**src/rtl/parking_pkg.sv**
```systemverilog
// Gate state codes and widths shared by the gate sequencer and the display decoder.
package parking_pkg;

   localparam int unsigned STATE_W = 3;

   typedef logic [STATE_W-1:0] gate_state_t;

   localparam gate_state_t ST_IDLE        = 3'd0;
   localparam gate_state_t ST_ENTRY_OPEN  = 3'd1;
   localparam gate_state_t ST_EXIT_PAY    = 3'd2;
   localparam gate_state_t ST_EXIT_OPEN   = 3'd3;
   localparam gate_state_t ST_FULL_REJECT = 3'd4;

endpackage

```
**src/rtl/gate_phase_fsm.sv**
```systemverilog
// One gate's timed barrier sequence: press edge detect, phase counter and state register.
module gate_phase_fsm
   import parking_pkg::*;
#(
   parameter int unsigned CNT_W     = 12,
   parameter int unsigned IN_TICKS  = 2000,
   parameter int unsigned PAY_TICKS = 2000,
   parameter int unsigned OUT_TICKS = 2000,
   parameter int unsigned REJ_TICKS = 1000
) (
   input  logic        ms,
   input  logic        rst_n,
   input  logic        press,
   input  logic        is_out,
   input  logic        grant,
   output logic        entry_req,
   output logic        exit_done,
   output gate_state_t state,
   output logic        busy
);

   logic             press_q;
   logic             rise;
   logic [CNT_W-1:0] cnt;
   logic [CNT_W-1:0] cnt_nxt;
   gate_state_t      state_nxt;

   assign rise      = press & ~press_q;
   assign entry_req = rise & ~is_out & (state == ST_IDLE);
   assign exit_done = (state == ST_EXIT_OPEN) && (cnt == '0);

   // Next phase and counter; each phase lasts TICKS edges from its load of TICKS-1.
   always_comb begin
      state_nxt = state;
      cnt_nxt   = cnt;
      case (state)
         ST_IDLE: begin
            if (rise) begin
               if (is_out) begin
                  state_nxt = ST_EXIT_PAY;
                  cnt_nxt   = CNT_W'(PAY_TICKS - 1);
               end else if (grant) begin
                  state_nxt = ST_ENTRY_OPEN;
                  cnt_nxt   = CNT_W'(IN_TICKS - 1);
               end else begin
                  state_nxt = ST_FULL_REJECT;
                  cnt_nxt   = CNT_W'(REJ_TICKS - 1);
               end
            end
         end
         ST_ENTRY_OPEN, ST_FULL_REJECT, ST_EXIT_OPEN: begin
            if (cnt == '0) state_nxt = ST_IDLE;
            else           cnt_nxt   = cnt - CNT_W'(1);
         end
         ST_EXIT_PAY: begin
            if (cnt == '0) begin
               state_nxt = ST_EXIT_OPEN;
               cnt_nxt   = CNT_W'(OUT_TICKS - 1);
            end else begin
               cnt_nxt = cnt - CNT_W'(1);
            end
         end
         default: begin
            state_nxt = ST_IDLE;
            cnt_nxt   = '0;
         end
      endcase
   end

   always_ff @(posedge ms or negedge rst_n) begin
      if (!rst_n) begin
         press_q <= 1'b0;
         state   <= ST_IDLE;
         cnt     <= '0;
         busy    <= 1'b0;
      end else begin
         press_q <= press;
         state   <= state_nxt;
         cnt     <= cnt_nxt;
         busy    <= (state_nxt != ST_IDLE);
      end
   end

endmodule

```
**src/rtl/parking_gate_sequencer.sv**
```systemverilog
// Multi-gate barrier sequencer with shared lot occupancy and ascending-index slot grant.
module parking_gate_sequencer
   import parking_pkg::*;
#(
   parameter int unsigned NUM_GATES = 2,
   parameter int unsigned CNT_W     = 12,
   parameter int unsigned IN_TICKS  = 2000,
   parameter int unsigned PAY_TICKS = 2000,
   parameter int unsigned OUT_TICKS = 2000,
   parameter int unsigned REJ_TICKS = 1000,
   parameter int unsigned CAPACITY  = 50,
   parameter int unsigned OCC_W     = 6
) (
   input  logic                         ms,
   input  logic                         rst_n,
   input  logic [NUM_GATES-1:0]         press,
   input  logic [NUM_GATES-1:0]         is_out,
   output logic [STATE_W*NUM_GATES-1:0] state,
   output logic [OCC_W-1:0]             occupancy,
   output logic                         full,
   output logic [NUM_GATES-1:0]         busy
);

   localparam int unsigned SUM_W = OCC_W + 1;

   logic [NUM_GATES-1:0] entry_req;
   logic [NUM_GATES-1:0] exit_done;
   logic [NUM_GATES-1:0] grant;
   logic [SUM_W-1:0]     free;
   logic [SUM_W-1:0]     n_grant;
   logic [SUM_W-1:0]     n_exit;
   logic [SUM_W-1:0]     occ_sum;
   logic [SUM_W-1:0]     occ_nxt;

   for (genvar g = 0; g < NUM_GATES; g++) begin : g_gate
      gate_phase_fsm #(
         .CNT_W     (CNT_W),
         .IN_TICKS  (IN_TICKS),
         .PAY_TICKS (PAY_TICKS),
         .OUT_TICKS (OUT_TICKS),
         .REJ_TICKS (REJ_TICKS)
      ) u_fsm (
         .ms        (ms),
         .rst_n     (rst_n),
         .press     (press[g]),
         .is_out    (is_out[g]),
         .grant     (grant[g]),
         .entry_req (entry_req[g]),
         .exit_done (exit_done[g]),
         .state     (state[STATE_W*g +: STATE_W]),
         .busy      (busy[g])
      );
   end

   // Grants and exits both judged against the pre-update count, so a full lot rejects
   // an entry even when an exit completes on the same edge.
   always_comb begin
      grant   = '0;
      n_grant = '0;
      n_exit  = '0;
      free    = SUM_W'(CAPACITY) - {1'b0, occupancy};
      for (int g = 0; g < NUM_GATES; g++) begin
         if (entry_req[g] && (n_grant < free)) begin
            grant[g] = 1'b1;
            n_grant  = n_grant + SUM_W'(1);
         end
         if (exit_done[g]) n_exit = n_exit + SUM_W'(1);
      end
      occ_sum = {1'b0, occupancy} + n_grant;
      occ_nxt = (occ_sum < n_exit) ? '0 : occ_sum - n_exit;
   end

   always_ff @(posedge ms or negedge rst_n) begin
      if (!rst_n) begin
         occupancy <= '0;
         full      <= 1'b0;
      end else begin
         occupancy <= occ_nxt[OCC_W-1:0];
         full      <= (occ_nxt == SUM_W'(CAPACITY));
      end
   end

endmodule

```
**config.mk**
```make
export PLATFORM = sky130hd
export DESIGN_NAME = parking_gate_sequencer
export DESIGN_NICKNAME = d
export VERILOG_FILES = /design/src/rtl/parking_pkg.sv /design/src/rtl/gate_phase_fsm.sv /design/src/rtl/parking_gate_sequencer.sv
export SDC_FILE = /design/constraint.sdc
export NUM_CORES = 1
export LEC_CHECK = 0
export CAP_MARGIN = 10
export CORE_AREA = 5 5 77 79
export CTS_CLUSTER_DIAMETER = 30
export CTS_CLUSTER_SIZE = 25
export DETAILED_ROUTE_END_ITERATION = 16
export DIE_AREA = 0 0 82 84
export PLACE_DENSITY = 0.73
export SYNTH_ARGS = -nofsm -noshare
export SYNTH_HDL_FRONTEND = slang
export SYNTH_SLANG_ARGS = --single-unit
```
**constraint.sdc**
```tcl
create_clock -name ms -period 4.7 [get_ports ms]
set_input_delay 0.94 -clock ms [delete_from_list [all_inputs] [get_ports ms]]
set_output_delay 0.94 -clock ms [all_outputs]
set_load 0.02 [all_outputs]
```
* Word level (Yosys, flattened, before mapping)
Cells that the tools add are included.
Storage, ports and cells: register bits after elaboration 41, output and inout bits 15, logic and storage cells 88
Cells by class: $add $sub $neg 7, magnitude comparators 3, equality and inequality tests 13, mux-type cells 31, bitwise operators 10, reduce and logical (&&, ||, !) cells 14
Operator list (number):
- 12-bit 2-to-1 mux | 8
- 12-bit one-hot mux with 3 select lines | 2
- 3-bit 2-to-1 mux | 10
- 12-bit logical NOT | 2
- 12-bit by 1-bit subtractor with 12-bit output (second input constant) | 2
- 11-bit 2-to-1 mux | 2
- 7-bit 2-to-1 mux | 3
- 3-bit one-hot mux with 3 select lines | 2
- 7-bit by 1-bit adder with 7-bit output (second input constant) | 2
- 7-bit < comparator | 2
- 3-bit by 2-bit == test with 1-bit output (second input constant) | 4
- 6-bit by 7-bit adder with 7-bit output | 1
- 7-bit by 6-bit == test with 1-bit output (second input constant) | 1
- 1-bit by 7-bit < comparator with 1-bit output (first input constant) | 1
- 6-bit by 6-bit subtractor with 7-bit output (first input constant) | 1
- 7-bit subtractor | 1
- 1-bit bitwise AND | 6
- 3-bit by 1-bit == test with 1-bit output (second input constant) | 2
- 3-bit == test (second input constant) | 2
- 3-bit logical NOT | 2
- 3-bit nonzero test | 2
- 3-bit OR reduction | 2
- 1-bit logical AND | 4
- 1-bit 2-to-1 mux | 4
- other kinds (4) | 10

* Depth between registers and ports, before layout
depth after elaboration 14, depth in mapped cells 17, depth with buffers taken out 17

* Cells and area by module
Synthesis repeated with hierarchy kept, for this count alone.
Second synthesis, totals: cell total of the unflattened synthesis 304, area, all modules 2870.3 um^2
Modules (own cells, without submodules):
- gate_phase_fsm (g_gate[1].u_fsm) | instances 1, cells each 122, area each 1114.8 um^2
- gate_phase_fsm (g_gate[0].u_fsm) | instances 1, cells each 116, area each 1097.3 um^2
- parking_gate_sequencer | instances 1, cells each 66, area each 658.1 um^2

* Worst setup path before layout
Ideal clock, no wire load.
kind reg2reg, start reg g_gate[0].u_fsm.state[2], end reg occupancy[2], arrival time 3873 ps, required time 4572 ps, path slack 698 ps, cell stages (with the launch flop) 18, path buffers 1, period minus slack after synthesis 4002 ps, cells stage by stage dfrtp_1 > clkbuf_1 > or3_1 > or3_1 > o2bb2ai_1 > nand2_1 > nor3_1 > ha_1 > ha_1 > inv_1 > fa_1 > inv_1 > ha_1 > nor2b_1 > nor3_1 > o211ai_1 > nor2_1 > nor2_1
On the way: word-level cells in the longest chain between the ends 10, elaborated cells on any way between the ends 17
Ends and longest elaborated chain:
- start, declared | RTL line gate_phase_fsm.sv:18 | output gate_state_t state,
- start signal, assigned | RTL line gate_phase_fsm.sv:78 | state <= state_nxt;
- 3-bit logical NOT | RTL line gate_phase_fsm.sv:29 | assign entry_req = rise & ~is_out & (state == ST_IDLE);
- 1-bit bitwise AND | RTL line gate_phase_fsm.sv:29
- 1-bit logical AND | RTL line parking_gate_sequencer.sv:63 | if (entry_req[g] && (n_grant < free)) begin
- 1-bit 2-to-1 mux | RTL line parking_gate_sequencer.sv:63
- 7-bit < comparator | RTL line parking_gate_sequencer.sv:63
- 1-bit logical AND | RTL line parking_gate_sequencer.sv:63
- 7-bit 2-to-1 mux | RTL line parking_gate_sequencer.sv:63
- 6-bit by 7-bit adder with 7-bit output | RTL line parking_gate_sequencer.sv:69 | occ_sum = {1'b0, occupancy} + n_grant;
- 7-bit subtractor or 7-bit < comparator (tied branches) | RTL line parking_gate_sequencer.sv:70 | occ_nxt = (occ_sum < n_exit) ? '0 : occ_sum - n_exit;
- 7-bit 2-to-1 mux (*) | RTL line parking_gate_sequencer.sv:70
- via occ_nxt[2] | RTL line parking_gate_sequencer.sv:33 | logic [SUM_W-1:0] occ_nxt;
- end signal, assigned | RTL line parking_gate_sequencer.sv:78 | occupancy <= occ_nxt[OCC_W-1:0];
- end, declared | RTL line parking_gate_sequencer.sv:19 | output logic [OCC_W-1:0] occupancy,
The timed path passes the listed nets; every way through them passes the cells marked *. A chain may end at the register's enable or synchronous reset.

* Final worst setup path
start in press[0], end reg occupancy[3]
On the way: word-level cells in the longest chain between the ends 11, elaborated cells on any way between the ends 13
Ends and longest elaborated chain:
- start, declared | RTL line parking_gate_sequencer.sv:16 | input logic [NUM_GATES-1:0] press,
- 1-bit bitwise AND (*) | RTL line gate_phase_fsm.sv:28 | assign rise = press & ~press_q;
- 1-bit bitwise AND (*) (2 in a row) | RTL line gate_phase_fsm.sv:29
- 1-bit logical AND (*) | RTL line parking_gate_sequencer.sv:63
- 1-bit 2-to-1 mux (*) | RTL line parking_gate_sequencer.sv:63
- 7-bit < comparator | RTL line parking_gate_sequencer.sv:63
- 1-bit logical AND | RTL line parking_gate_sequencer.sv:63
- 7-bit 2-to-1 mux (*) | RTL line parking_gate_sequencer.sv:63
- 6-bit by 7-bit adder with 7-bit output (*) | RTL line parking_gate_sequencer.sv:69
- 7-bit subtractor or 7-bit < comparator (tied branches) | RTL line parking_gate_sequencer.sv:70
- 7-bit 2-to-1 mux (*) | RTL line parking_gate_sequencer.sv:70
- via occ_nxt[3] | RTL line parking_gate_sequencer.sv:33
Marked as above.

==> flow_summary.toml <==
[layout]
stdcell_count = 407
fill_cells = 492
fin_nets = 351
seqCellArea_um2 = 1026
layout-drive-gt1-share_pct = 7.164
area_growth_pct = 13.03
diodes = 0
multi_input_area_um2 = 1559

[setup_path]
critical_path.max_stage_delay_ns = 0.53
crit_required_ns = 4.87
endpoint_kind = "flop"
r2r-end = "occupancy[3]"
slowest_stage = "fa_1"
reg2reg_slack_ns = 0.58
path_cells = "clkdlybuf4s50_1 -> nand2b_1 -> or3_1 -> o2bb2ai_1 -> nand2_1 -> nor3_1 -> ha_1 -> ha_1 -> inv_1 -> fa_1 -> inv_1 -> ha_1 -> nor2b_1 -> nor3_1 -> buf_4 -> o211ai_1 -> nor2_1 -> nor2_1"
start_kind = "input port"
cp.arrival_ns = 4.52
crit_path_max_fanout = 5
crit_family = "simple AND/OR/NAND/NOR gates"
r2r_start = "occupancy[0]"
cp.buffers_inverters = 4
setup.worst_path.class = "input port to flop"
worstRegToRegCells = 18
crit_top_cell = "ha_1"

[floorplanning]
core_area_um2 = 5270
dieWidth_um = 82
rows = 27
io_pins = 21
die_y_um = 84
start_util_pct = 51.40
dieArea_um2 = 6888

[grt]
grt_start_max_net_pins = 42
grt_usage_pct = 19.00
grt_pass1_vias = 2284
gr-total-overflow = 0
grt_pass1_wl_um = 10470
grt_antenna_before_repair = 0

[yosys]
yosys_register_bits = 41
synth_warnings = 0
ys_async_sr_fraction_pct = 100.0
synth_top_area_share_pct = 37.88
yosys.area.top_type = "dfrtp_1"
synthFlopType = "dfrtp_1"
netlist-cell-type-count = 67
synthTopCellsByCount = "dfrtp_1, nand2_1, nor2_1"
synth_area_leaders = "dfrtp_1, o21ai_0, nand2_1"
syn_inst = 316
syn_area_um2 = 2709
synth_fp_nets = 333
yosysSeqAreaShare_pct = 37.88
synth_area_per_cell_um2 = 8.572
yosysMostFrequentCell = "dfrtp_1"
synth_edf_count = 0

[timing]
final_hold_viol_count = 0
setup_viol = 0
worstMarginPinSlew_ns = 1.104
drv_slew = 0
final.setup_skew_ns = 0.004835
tns_ns = 0
slew-limit-headroom_pct = 26.18
fin_crit_sh_pct = 92.50
fmax_ghz = 0.2300
rsz0062_at_grt = "no"
period_needed_ns = 4.347

[cts]
clk_pin_slew_ns = 0.08
htree_levels = 2
ctsLongestPathBuffers = 2
cts_sinks = 41
cts_inserted_buffers = 5
cts_resized = 0
cts_tree = "built"
postCtsSetupBuffers = 0
cts-root-buf = "clkbuf_8"
cts_hold_buf = 0
insertion_delay_ns = 0.29

[pwr]
p_seq_share_pct = 38.2
p_comb_share_pct = 46.8
p_switching_mw = 0.7179
p_int_mw = 0.9773
p_leak_nw = 1.271
powerDensity_nw_per_um2 = 553.7
ir_drop_mv = 0.3638
p_sw_share_pct = 42.35
clockPowerShare_pct = 15.0

[route]
antenna_left = 0
dr.pass1.iters = 4
drt-initial-drc-count = 119
wl_um = 5986
wl_per_cell_um = 14.71
route.detailed.drc = 0
avgViaCountPerCell = 5.899
vias = 2401

[placed_design]
dpl.cell_count = 399
io_buffers = 20
place.gp.congestion = 0.8193
dp_hpwl_um = 4423

[outcome]
status = "finished clean"

[run]
maxCapViolCount = 0

[worst_hold_path]
hp-class = "flop to flop"
hold_path_end = "g_gate[1].u_fsm.cnt[11]"
holdPathStages = 1
min_from = "g_gate[1].u_fsm.cnt[11]"
-- power by group through the flow --
stage / sequential (mW) / combinational, mW / clock (mW)
6_report: 0.648 / 0.794 / 0.254
5_1_grt: 0.677 / 0.897 / 0.275
4_1_cts: 0.647 / 0.796 / 0.261
3_5_place_dp: 0.651 / 0.793 / 0
3_3_place_gp: 0.650 / 0.773 / 0
2_1_floorplan: 0.653 / 0.564 / 0
-- worst reg2reg max path, delay by kind of cell, from the launching register on --
kind / cells / cell delay, ns
flip-flops: 1 / 0.48
AO/OA/AOI/OAI: 3 / 0.44
buffers and inverters: 3 / 0.28
adder cells (fa/ha/maj): 5 / 1.52
AND/OR/NAND/NOR: 7 / 1.31
-- area by class of cell --
| type | instances | share of cell area, % |
|---|---|---|
| well taps | 72 | 2.942 |
| clock inverters | 1 | 0.1635 |
| repair buffers | 25 | 7.601 |
| multi-input cells | 247 | 50.92 |
| clock buffers | 7 | 3.147 |
| inverters | 14 | 1.716 |
| flip-flops and latches | 41 | 33.51 |
-- routing by layer --
metal	vias to the layer above	part of all wire [%]	routed length (um)	track usage, %
met5	-	0	0	0
met4	0	2.0	117	7.251
li1	1189	-	-	-
met1	1155	48	2883	26.74
met2	45	47	2833	28.51
met3	12	2.5	152	3.672
-- how the worst max path moves through the flow --
stage | startpoint | endpoint | slack (ns) | depth (start not counted)
floorplan | g_gate[0].u_fsm.state[2] | occupancy[2] | 0.70 | 17
global placement | press[0] | occupancy[2] | 0.13 | 18
detailed placement | press[0] | occupancy[3] | 0.02 | 18
CTS | press[0] | occupancy[3] | 0.34 | 18
global route | press[0] | occupancy[4] | 0.08 | 18
finish | press[0] | occupancy[3] | 0.35 | 18
-- placed cells by master (no fill, tap or decap), types with 2 or more instances in the layout --
cell type / n
dfrtp_1: 41
nand2_1: 33
nor2_1: 31
o21ai_0: 26
a21oi_1: 21
clkdlybuf4s50_1: 19
nor3_1: 14
inv_1: 13
o21ai_1: 10
ha_1: 9
nor2b_1: 7
clkbuf_8: 7
xnor2_1: 6
a22o_1: 6
or3_1: 5
buf_4: 5
nand2b_1: 4
nor4_1: 4
and3_1: 4
nand3_1: 4
o211ai_1: 4
nand4b_1: 3
nor3b_1: 3
o31ai_1: 3
or4b_1: 2
a211oi_1: 2
and3b_1: 2
nand3b_1: 2
o22ai_1: 2
a221o_1: 2
o21ai_2: 2
and2_1: 2
fa_1: 2
-- metrics by stage --
step	hold WS, ns	setup slack, ns	utilization [%]	cell area, um2	total power [mW]
after global placement	0.4601	0.1300	56.17	2960	1.423
after floorplan	0.4454	0.6982	-	2709	1.217
after detailed placement	0.4695	0.01702	56.17	2960	1.444
final	0.4775	0.3527	58.10	3062	1.695
after CTS	0.4833	0.3355	58.10	3062	1.703
after global routing	0.5100	0.07857	58.10	3062	1.850
-- cell families (layout without fill, tap and decap cells) --
logic type	after synthesis	after routing	synth area share, %
mux	1	1	0.3695
fa+ha+maj	11	11	5.635
simple gates	130	130	25.87
flops	41	41	37.88
buf+inv	28	47	4.572
xor+xnor	7	7	2.263
compound gates	98	98	23.42
-- flip-flops by register name, summed over array words and instances (netlist names) --
name                  flops
full                      1
g_gate.u_fsm.busy         2
g_gate.u_fsm.press_q      2
occupancy                 6
g_gate.u_fsm.state        6
g_gate.u_fsm.cnt         24
Power figures use the tool's default switching activity.
